File: config.mk
export PLATFORM = sky130hd
export DESIGN_NAME = neg_share_arbiter
export DESIGN_NICKNAME = d
export VERILOG_FILES = /design/src/rtl/hermes_alu_pkg.sv /design/src/rtl/negate_datapath.sv /design/src/rtl/neg_share_arbiter.sv
export SDC_FILE = /design/constraint.sdc
export NUM_CORES = 1
export LEC_CHECK = 0
export ABC_AREA = 1
export CAP_MARGIN = 20
export CORE_MARGIN = 1
export CORE_UTILIZATION = 46
export DETAILED_ROUTE_END_ITERATION = 10
export PLACE_DENSITY_LB_ADDON = 0.05
export SETUP_SLACK_MARGIN = 0.4
export SYNTH_ARGS = -nofsm -noshare
export SYNTH_HDL_FRONTEND = slang
export SYNTH_SLANG_ARGS = --single-unit
File: constraint.sdc
create_clock -name clk -period 4.1 [get_ports clk]
set_clock_uncertainty 0.2 [all_clocks]
set_input_delay 0.41 -clock clk [delete_from_list [all_inputs] [get_ports clk]]
set_output_delay 0.41 -clock clk [all_outputs]
set_load 0.03 [all_outputs]
File: src/rtl/hermes_alu_pkg.sv
// Shared types for the eBPF ALU helpers: operand bundle and result-buffer states.
package hermes_alu_pkg;

  localparam int unsigned DW = 64;

  typedef struct packed {
    logic [63:0] data;
    logic        is64;
  } neg_req_t;

  typedef enum logic [0:0] {
    NB_EMPTY = 1'b0,
    NB_FULL  = 1'b1
  } neg_buf_state_t;

endpackage

File: src/rtl/negate_datapath.sv
// eBPF NEG32/NEG64: two's-complement negation, ALU32 results zero-extended.
module negate_datapath (
  input  logic [63:0] a,
  input  logic        is64,
  output logic [63:0] c
);

  logic [31:0] neg32;

  always_comb begin
    neg32 = ~a[31:0] + 32'd1;
    c     = is64 ? (~a + 64'd1) : {32'h0, neg32};
  end

endmodule

File: src/rtl/neg_share_arbiter.sv
// Round-robin arbiter sharing one registered negation unit among NUM_REQ requesters,
// with a single-entry result buffer on a valid/ready response port.
module neg_share_arbiter
  import hermes_alu_pkg::*;
#(
  parameter int unsigned NUM_REQ = 4,
  parameter int unsigned ID_W    = $clog2(NUM_REQ)
) (
  input  logic                  clk,
  input  logic                  rst,
  input  logic [NUM_REQ-1:0]    req_valid,
  output logic [NUM_REQ-1:0]    req_ready,
  input  logic [NUM_REQ*DW-1:0] req_data,
  input  logic [NUM_REQ-1:0]    req_is64,
  output logic                  rsp_valid,
  input  logic                  rsp_ready,
  output logic [DW-1:0]         rsp_data,
  output logic [ID_W-1:0]       rsp_id,
  output logic                  busy
);

  neg_buf_state_t state_q;
  logic [ID_W-1:0] ptr_q, ptr_d;
  logic [DW-1:0]   rsp_data_q;
  logic [ID_W-1:0] rsp_id_q;

  neg_req_t        reqs [NUM_REQ];
  neg_req_t        sel_req;
  logic [DW-1:0]   neg_c;
  logic            gnt_found;
  logic [ID_W-1:0] gnt_idx;
  logic [ID_W-1:0] idx;
  logic            can_accept;
  logic            req_fire;

  for (genvar i = 0; i < NUM_REQ; i++) begin : g_unpack
    assign reqs[i].data = req_data[DW*i +: DW];
    assign reqs[i].is64 = req_is64[i];
  end

  // First valid requester at or after ptr_q, wrapping.
  always_comb begin
    gnt_found = 1'b0;
    gnt_idx   = '0;
    idx       = '0;
    for (int unsigned k = 0; k < NUM_REQ; k++) begin
      idx = ID_W'((32'(ptr_q) + k) % NUM_REQ);
      if (!gnt_found && req_valid[idx]) begin
        gnt_found = 1'b1;
        gnt_idx   = idx;
      end
    end
  end

  assign can_accept = (state_q == NB_EMPTY) || rsp_ready;
  assign req_fire   = gnt_found && can_accept;
  assign ptr_d      = (gnt_idx == ID_W'(NUM_REQ - 1)) ? '0 : gnt_idx + 1'b1;
  assign sel_req    = reqs[gnt_idx];

  always_comb begin
    req_ready = '0;
    if (req_fire) begin
      req_ready[gnt_idx] = 1'b1;
    end
  end

  negate_datapath u_negate_datapath (
    .a    (sel_req.data),
    .is64 (sel_req.is64),
    .c    (neg_c)
  );

  always_ff @(posedge clk or posedge rst) begin
    if (rst) begin
      state_q    <= NB_EMPTY;
      ptr_q      <= '0;
      rsp_data_q <= '0;
      rsp_id_q   <= '0;
    end else begin
      if (req_fire) begin
        rsp_data_q <= neg_c;
        rsp_id_q   <= gnt_idx;
        ptr_q      <= ptr_d;
      end
      case (state_q)
        NB_EMPTY: if (req_fire) state_q <= NB_FULL;
        NB_FULL:  if (rsp_ready && !req_fire) state_q <= NB_EMPTY;
        default:  state_q <= NB_EMPTY;
      endcase
    end
  end

  assign rsp_valid = (state_q == NB_FULL);
  assign rsp_data  = rsp_data_q;
  assign rsp_id    = rsp_id_q;
  assign busy      = rsp_valid;

endmodule

==> results of run 1 <==
[placed cells by master, fill, tap and decap left out, types with 2 or more instances in the layout]
| cell type | count |
|---|---|
| a21oi_1 | 2 |
| a31oi_1 | 3 |
| buf_12 | 6 |
| buf_16 | 4 |
| buf_4 | 43 |
| buf_6 | 4 |
| clkbuf_16 | 18 |
| clkbuf_4 | 2 |
| clkdlybuf4s50_1 | 334 |
| clkinv_4 | 2 |
| dfrtp_1 | 68 |
| diode_2 | 2 |
| ha_1 | 4 |
| inv_1 | 206 |
| inv_2 | 7 |
| nand2_1 | 658 |
| nand2_2 | 36 |
| nand2_4 | 4 |
| nand3_1 | 180 |
| nand3_2 | 4 |
| nand3_4 | 5 |
| nand3b_1 | 4 |
| nand4_1 | 125 |
| nor2_1 | 95 |
| nor2_2 | 53 |
| nor2_4 | 23 |
| o21ai_0 | 37 |
| o21ai_1 | 4 |
| or2_2 | 2 |
| xor2_1 | 11 |
[layer usage]
metal  vias up  GRT usage (%)  part of all wire (%)
met2       898           59.8                    45
met1      5616           52.2                    39
met5         -              0                     0
met3       132           5.73                    12
met4         0           11.2                   4.0
li1       5798              -                     -
[stage by stage]
| stage | worst slack (ns) | hold WS (ns) | util, % | cells |
|---|---|---|---|---|
| 6_report | 0.456 | 0.261 | 73.2 | 2192 |
| 5_1_grt | 0.290 | 0.300 | 73.2 | 2192 |
| 4_1_cts | 0.404 | 0.281 | 68.2 | 2148 |
| 3_5_place_dp | 0.157 | 0.266 | 66.7 | 2134 |
| 3_3_place_gp | 0.209 | 0.263 | 66.7 | 2134 |
| 2_1_floorplan | 1.10 | 0.306 | - | 1627 |
[cells by family after synthesis]
kind of cell	count (synthesis)	synth area share, %
AND/OR/NAND/NOR	1187	59.8
buffers and inverters	303	15.1
flip-flops	69	20.0
AO/OA/AOI/OAI	50	3.05
XOR/XNOR	12	1.22
adder cells (fa/ha/maj)	5	0.723
multiplexers	1	0.116
[sequential cells by signal (all words and copies together), names as in the netlist]
name / flops
rsp_data: 64
busy: 1
rsp_id: 2
ptr_q: 2
[how the worst min path moves through the flow]
stage / from / end / cells past startpoint
after floorplan: rsp_ready / busy / 1
after global placement: rsp_data[22] / rsp_data[22] / 2
after detailed placement: rsp_data[58] / rsp_data[58] / 2
after CTS: rsp_data[58] / rsp_data[58] / 2
after global routing: rsp_data[43] / rsp_data[43] / 2
final: rst / rsp_data[43] / 2
[area by class of cell]
| cell class | instances | area [um2] |
|---|---|---|
| timing repair buffer | 404 | 4200 |
| antenna | 2 | 5.00 |
| clock buffer | 10 | 229 |
| fill | 1555 | 4870 |
| multi-input combinational | 1258 | 6020 |
| clock inverter | 4 | 51.3 |
| inverter | 216 | 818 |
| sequential | 69 | 1730 |
| tap | 229 | 287 |
[repair_timing]
| action | in CTS | in global routing |
|---|---|---|
| cloned | 0 | 14 |
| pin swaps | 0 | 19 |
| buffers inserted | 0 | 28 |
| resized for setup | 1 | 132 |
| setup endpoints to repair | 24 | 50 |
==> key figures, run 1 <==
Setup path
  – R2r startpoint: ptr_q[0]
  – Worst r2r dst: rsp_data[56]
  – Crit path max-delay family: simple AND/OR/NAND/NOR gates
  – R2R cell count: 20
  – Buffer and inverter count on the worst path: 5
  – Worst setup path class: in -> reg
  – Max Fanout on Critical Path: 10
  – R2r setup slk: 0.49 ns
  – Worst path required time: 4.11 ns
  – Origin of the worst setup path: req_valid[3]
  – Setup crit end: rsp_data[56]
  – Worst path cell trace: clkdlybuf4s50_1, inv_1, nand2_1, nand3_1, nand2_1, nand2_2, nand3_4, nand3_4, buf_4, buf_12, buf_4, nand2_1, nand2_1, nand2_1, nand2_1, nor2_2, nand2_1, nor2_2, nand2_2, nor2_4, nand4_1, nand3_1, nand2_1
  – CP endpoint kind: flop
  – CP most frequent cell: nand2_1
  – WP depth: 23
  – Crit path DAT: 3.66 ns
  – Worst setup SP type: input pin
  – Slowest stage delay, CP: 0.48 ns
  – CP max-delay cell: clkdlybuf4s50_1

Clock network
  – Cts bufs inserted: 9
  – CTS Sinks: 69
  – CTS max path bufs: 2
  – CTS tree: yes
  – Worst-Skew Late Latency: 0.33 ns
  – Reg clk slew, reported paths: 0.06 ns
  – H-Tree Depth: 3
  – # hold bufs at CTS: 0
  – Root buffer cell: clkbuf_16

Yosys
  – Cell area after synthesis: between 8000 and 9000 um2
  – Top post-synthesis cells by count: nand2_1, inv_1, nand3_1
  – EDFF count, synth: 0
  – Cell taking the most area after synthesis: nand2_1
  – Seq cells post-synth: 69
  – Share of the synthesized area in the top cell type: around 30%
  – Share of synthesized registers carrying an async set or reset: 100%
  – Distinct cells, synth: 32
  – Most frequent cell after synthesis: nand2_1
  – Syn Inst Count: about 1,600
  – Synth area leaders: nand2_1, dfrtp_1, nand3_1, inv_1, nand4_1
  – Top FF cell, synth: dfrtp_1
  – Seq/Total Area, Yosys: about a fifth
  – Syn Area/Cell: about 5.3 um2
  – Syn nets: 1,899
  – Yosys warnings: 0

Flow run
  – Number of max-cap violations: 0

Route
  – Detailed-route wire length: 40,700 um
  – # DRC: 12
  – Total iterations of the first detailed-routing run: 10
  – Routed via count: 12,400
  – Drt first-iter violations: 1,245
  – Via/cell ratio: 5.68
  – Routed wire per std cell: ~19 um
  – Antenna Violating Nets Remaining: 0

Global routing
  – Vias in the first global route: 10,500
  – Congestion Overflow GR: 0
  – Initial antenna violation count: 2
  – All-Layer GR Usage: 37.5%
  – Largest net degree at the start of global routing: 101
  – First-pass GRT wire length: approximately 57,000 um

Placed design
  – Gpl congestion: 1.04
  – Dpl cell area: 12,100 um2
  – Buffers on Ports: 338
  – Dpl hpwl: a little under 30,000 um

Timing
  – RSZ-0062 raised after global routing: no
  – Period utilization: slightly below 90%
  – Worst slew pin tran: 0.587 ns
  – Final setup viols: 0
  – Max frequency: 274 MHz
  – Min cycle time layout: 3.64 ns
  – Setup_tns: 0 ns
  – Hold Vio Cnt, Final: 0
  – Relative slew slack: about three fifths
  – Slew Limit Fails: 0

Floorplanning
  – Die ar.: roughly 19,000 um2
  – Std-Cell Rows: 49
  – Core area: ~18,000 um2
  – Initial core utilization: 47.5%
  – I/O pins: 339
  – Die Span Y: 139 um
  – Chip width: 139 um

Layout
  – Layout overhead on the synthesized area: 54.2%
  – Final Cell Area: about 13,000 um2
  – Share of cells above drive strength 1: between 10 and 15%
  – Nets@finish: 2,230

Outcome
  – Status: complete, but fails checks
  – Failing checks: design-rule violations

Hold path
  – Worst Hold Class: in -> async
Power of run 1 is left out: the tool's default activity adds up to more than one toggle a clock period on the data nets, which glitch-free logic cannot reach.
==> run 2, diff against run 1 <==
--- a/config.mk
+++ b/config.mk
@@ -15,3 +15,4 @@
 export SYNTH_ARGS = -nofsm -noshare
 export SYNTH_HDL_FRONTEND = slang
 export SYNTH_SLANG_ARGS = --single-unit
+export TNS_END_PERCENT = 5
==> key figures, run 2 (same netlist as run 1, synthesis figures left out) <==
Route
  – Total iterations of the first detailed-routing run: 9
  – # DRC: 12
  – Via/cell ratio: around 5.7
  – Drt first-iter violations: 1,294
  – Antenna Violating Nets Remaining: 0
  – Routed via count: 12,500
  – Detailed-route wire length: 40,800 um
  – Routed wire per std cell: 18.6 um

Setup path
  – CP max-delay cell: clkdlybuf4s50_1
  – Worst setup SP type: input pin
  – Worst path required time: roughly 4.1 ns
  – Buffer and inverter count on the worst path: 4
  – Worst r2r dst: rsp_data[56]
  – Crit path max-delay family: simple AND/OR/NAND/NOR gates
  – Worst setup path class: in -> reg
  – R2r setup slk: 0.43 ns
  – Setup crit end: rsp_data[56]
  – CP endpoint kind: flop
  – CP most frequent cell: nand2_1
  – Slowest stage delay, CP: 0.48 ns
  – R2R cell count: 22
  – Origin of the worst setup path: req_valid[3]
  – WP depth: 22
  – R2r startpoint: ptr_q[0]
  – Crit path DAT: 3.69 ns
  – Max Fanout on Critical Path: 9
  – Worst path cell trace: clkdlybuf4s50_1, inv_1, nand2_1, nand2_1, nand2_1, nand2_1, nand2_2, nand3_4, nand3_4, buf_12, clkbuf_4, nand2_1, nand3_1, nand2_2, nor2_4, nand2_1, nor2_2, nand2_2, nor2_4, nand4_1, nand3_1, nand2_1

Outcome
  – Failing checks: design-rule violations
  – Status: complete, but fails checks

Global routing
  – All-Layer GR Usage: about 38%
  – GR peak layer: met2
  – Vias in the first global route: 10,500
  – GRT met3 Usage: 5.73%
  – M1 GR Usage: between 50 and 60%
  – Initial antenna violation count: 2
  – First-pass GRT wire length: roughly 57,000 um
  – Met2 GRT Util: 59.8%
  – Largest net degree at the start of global routing: 101
  – Congestion Overflow GR: 0

Clock network
  – Root buffer cell: clkbuf_16
  – CTS max path bufs: 2
  – Cts bufs inserted: 9
  – CTS tree: yes
  – CTS Sinks: 69
  – Worst-Skew Late Latency: 0.33 ns
  – Reg clk slew, reported paths: 0.06 ns
  – H-Tree Depth: 3

Timing
  – Slew Limit Fails: 0
  – RSZ-0062 raised after global routing: yes
  – Hold Vio Cnt, Final: 0
  – Min cycle time layout: 3.67 ns
  – Period utilization: 89.5%
  – Worst slew pin tran: 0.593 ns
  – Final setup viols: 0
  – Relative slew slack: 60.4%
  – Max frequency: approximately 270 MHz
  – Setup_tns: 0 ns

Floorplanning
  – Core area: 18,200 um2
  – Initial core utilization: 47.5%
  – Die Span Y: 139 um
  – Die ar.: 19,400 um2
  – Chip width: 139 um
  – I/O pins: 339
  – Std-Cell Rows: 49

Layout
  – Commonest non-fill, non-tap cell in the layout: nand2_1
  – Final Cell Area: 13,300 um2
  – Layout overhead on the synthesized area: 53.7%
  – Area occupied by multi-input gates: around 6000 um2
  – Share of cells above drive strength 1: between 10% and 20%
  – Commonest cells after routing, fill and taps aside: nand2_1, clkdlybuf4s50_1, inv_1
  – Nets@finish: 2,228
  – Largest register FFs: 64
  – Number of filler cells placed in the layout: 1,566
  – Sequential Area: 1730 um2

Placed design
  – Gpl congestion: 1.04
  – Buffers on Ports: about 340
  – Dpl hpwl: roughly 30,000 um
  – Dpl cell area: 12,100 um2

Flow run
  – Number of max-cap violations: 0

Hold path
  – Worst Hold Class: in -> async
run 2: repair_timing:
action,4_1_cts,5_1_grt
resized for setup,1,124
pin swaps,0,15
hold buffers,0,0
gates cloned,0,14
setup buffers,0,26
endpoints found under the setup margin,24,50
run 2: worst register-to-register path, delay by kind of cell (launching register included):
family | cells | cell delay [ns]
DFF | 1 | 0.45
buffers and inverters | 4 | 0.65
and+or+nand+nor | 18 | 2.29
run 2: per-layer routing:
layer | vias to the layer above | routed length (um)
li1 | 5797 | -
met1 | 5601 | 16100
met2 | 934 | 18400
met3 | 135 | 4690
met4 | 0 | 1530
met5 | - | 0
run 2: worst min path at each step:
stage	from	to	slack, ns	depth (start not counted)
after floorplan	rsp_ready	busy	0.31	1
after global placement	rsp_data[22]	rsp_data[22]	0.26	2
after detailed placement	rsp_data[58]	rsp_data[58]	0.27	2
after CTS	rsp_data[58]	rsp_data[58]	0.28	2
after global routing	rsp_data[43]	rsp_data[43]	0.30	2
final	rst	rsp_data[43]	0.26	2
run 2: layout make-up:
type,instances,share of cell area [%]
sequential,69,13.0
multi-input combinational,1258,45.1
clock buffer,10,1.72
inverter,216,6.15
clock inverter,4,0.386
timing repair buffer,402,31.5
tap,229,2.16
antenna,2,0.0376
run 2: per-stage QoR:
step	hold WS, ns	setup slack (ns)	util (%)	cells
floorplan	0.306	1.10	-	1627
global placement	0.263	0.209	66.7	2134
detailed placement	0.266	0.157	66.7	2134
CTS	0.281	0.404	68.2	2148
global route	0.300	0.289	73.0	2190
finish	0.265	0.429	73.0	2190
Power of run 2 is left out for the same reason.
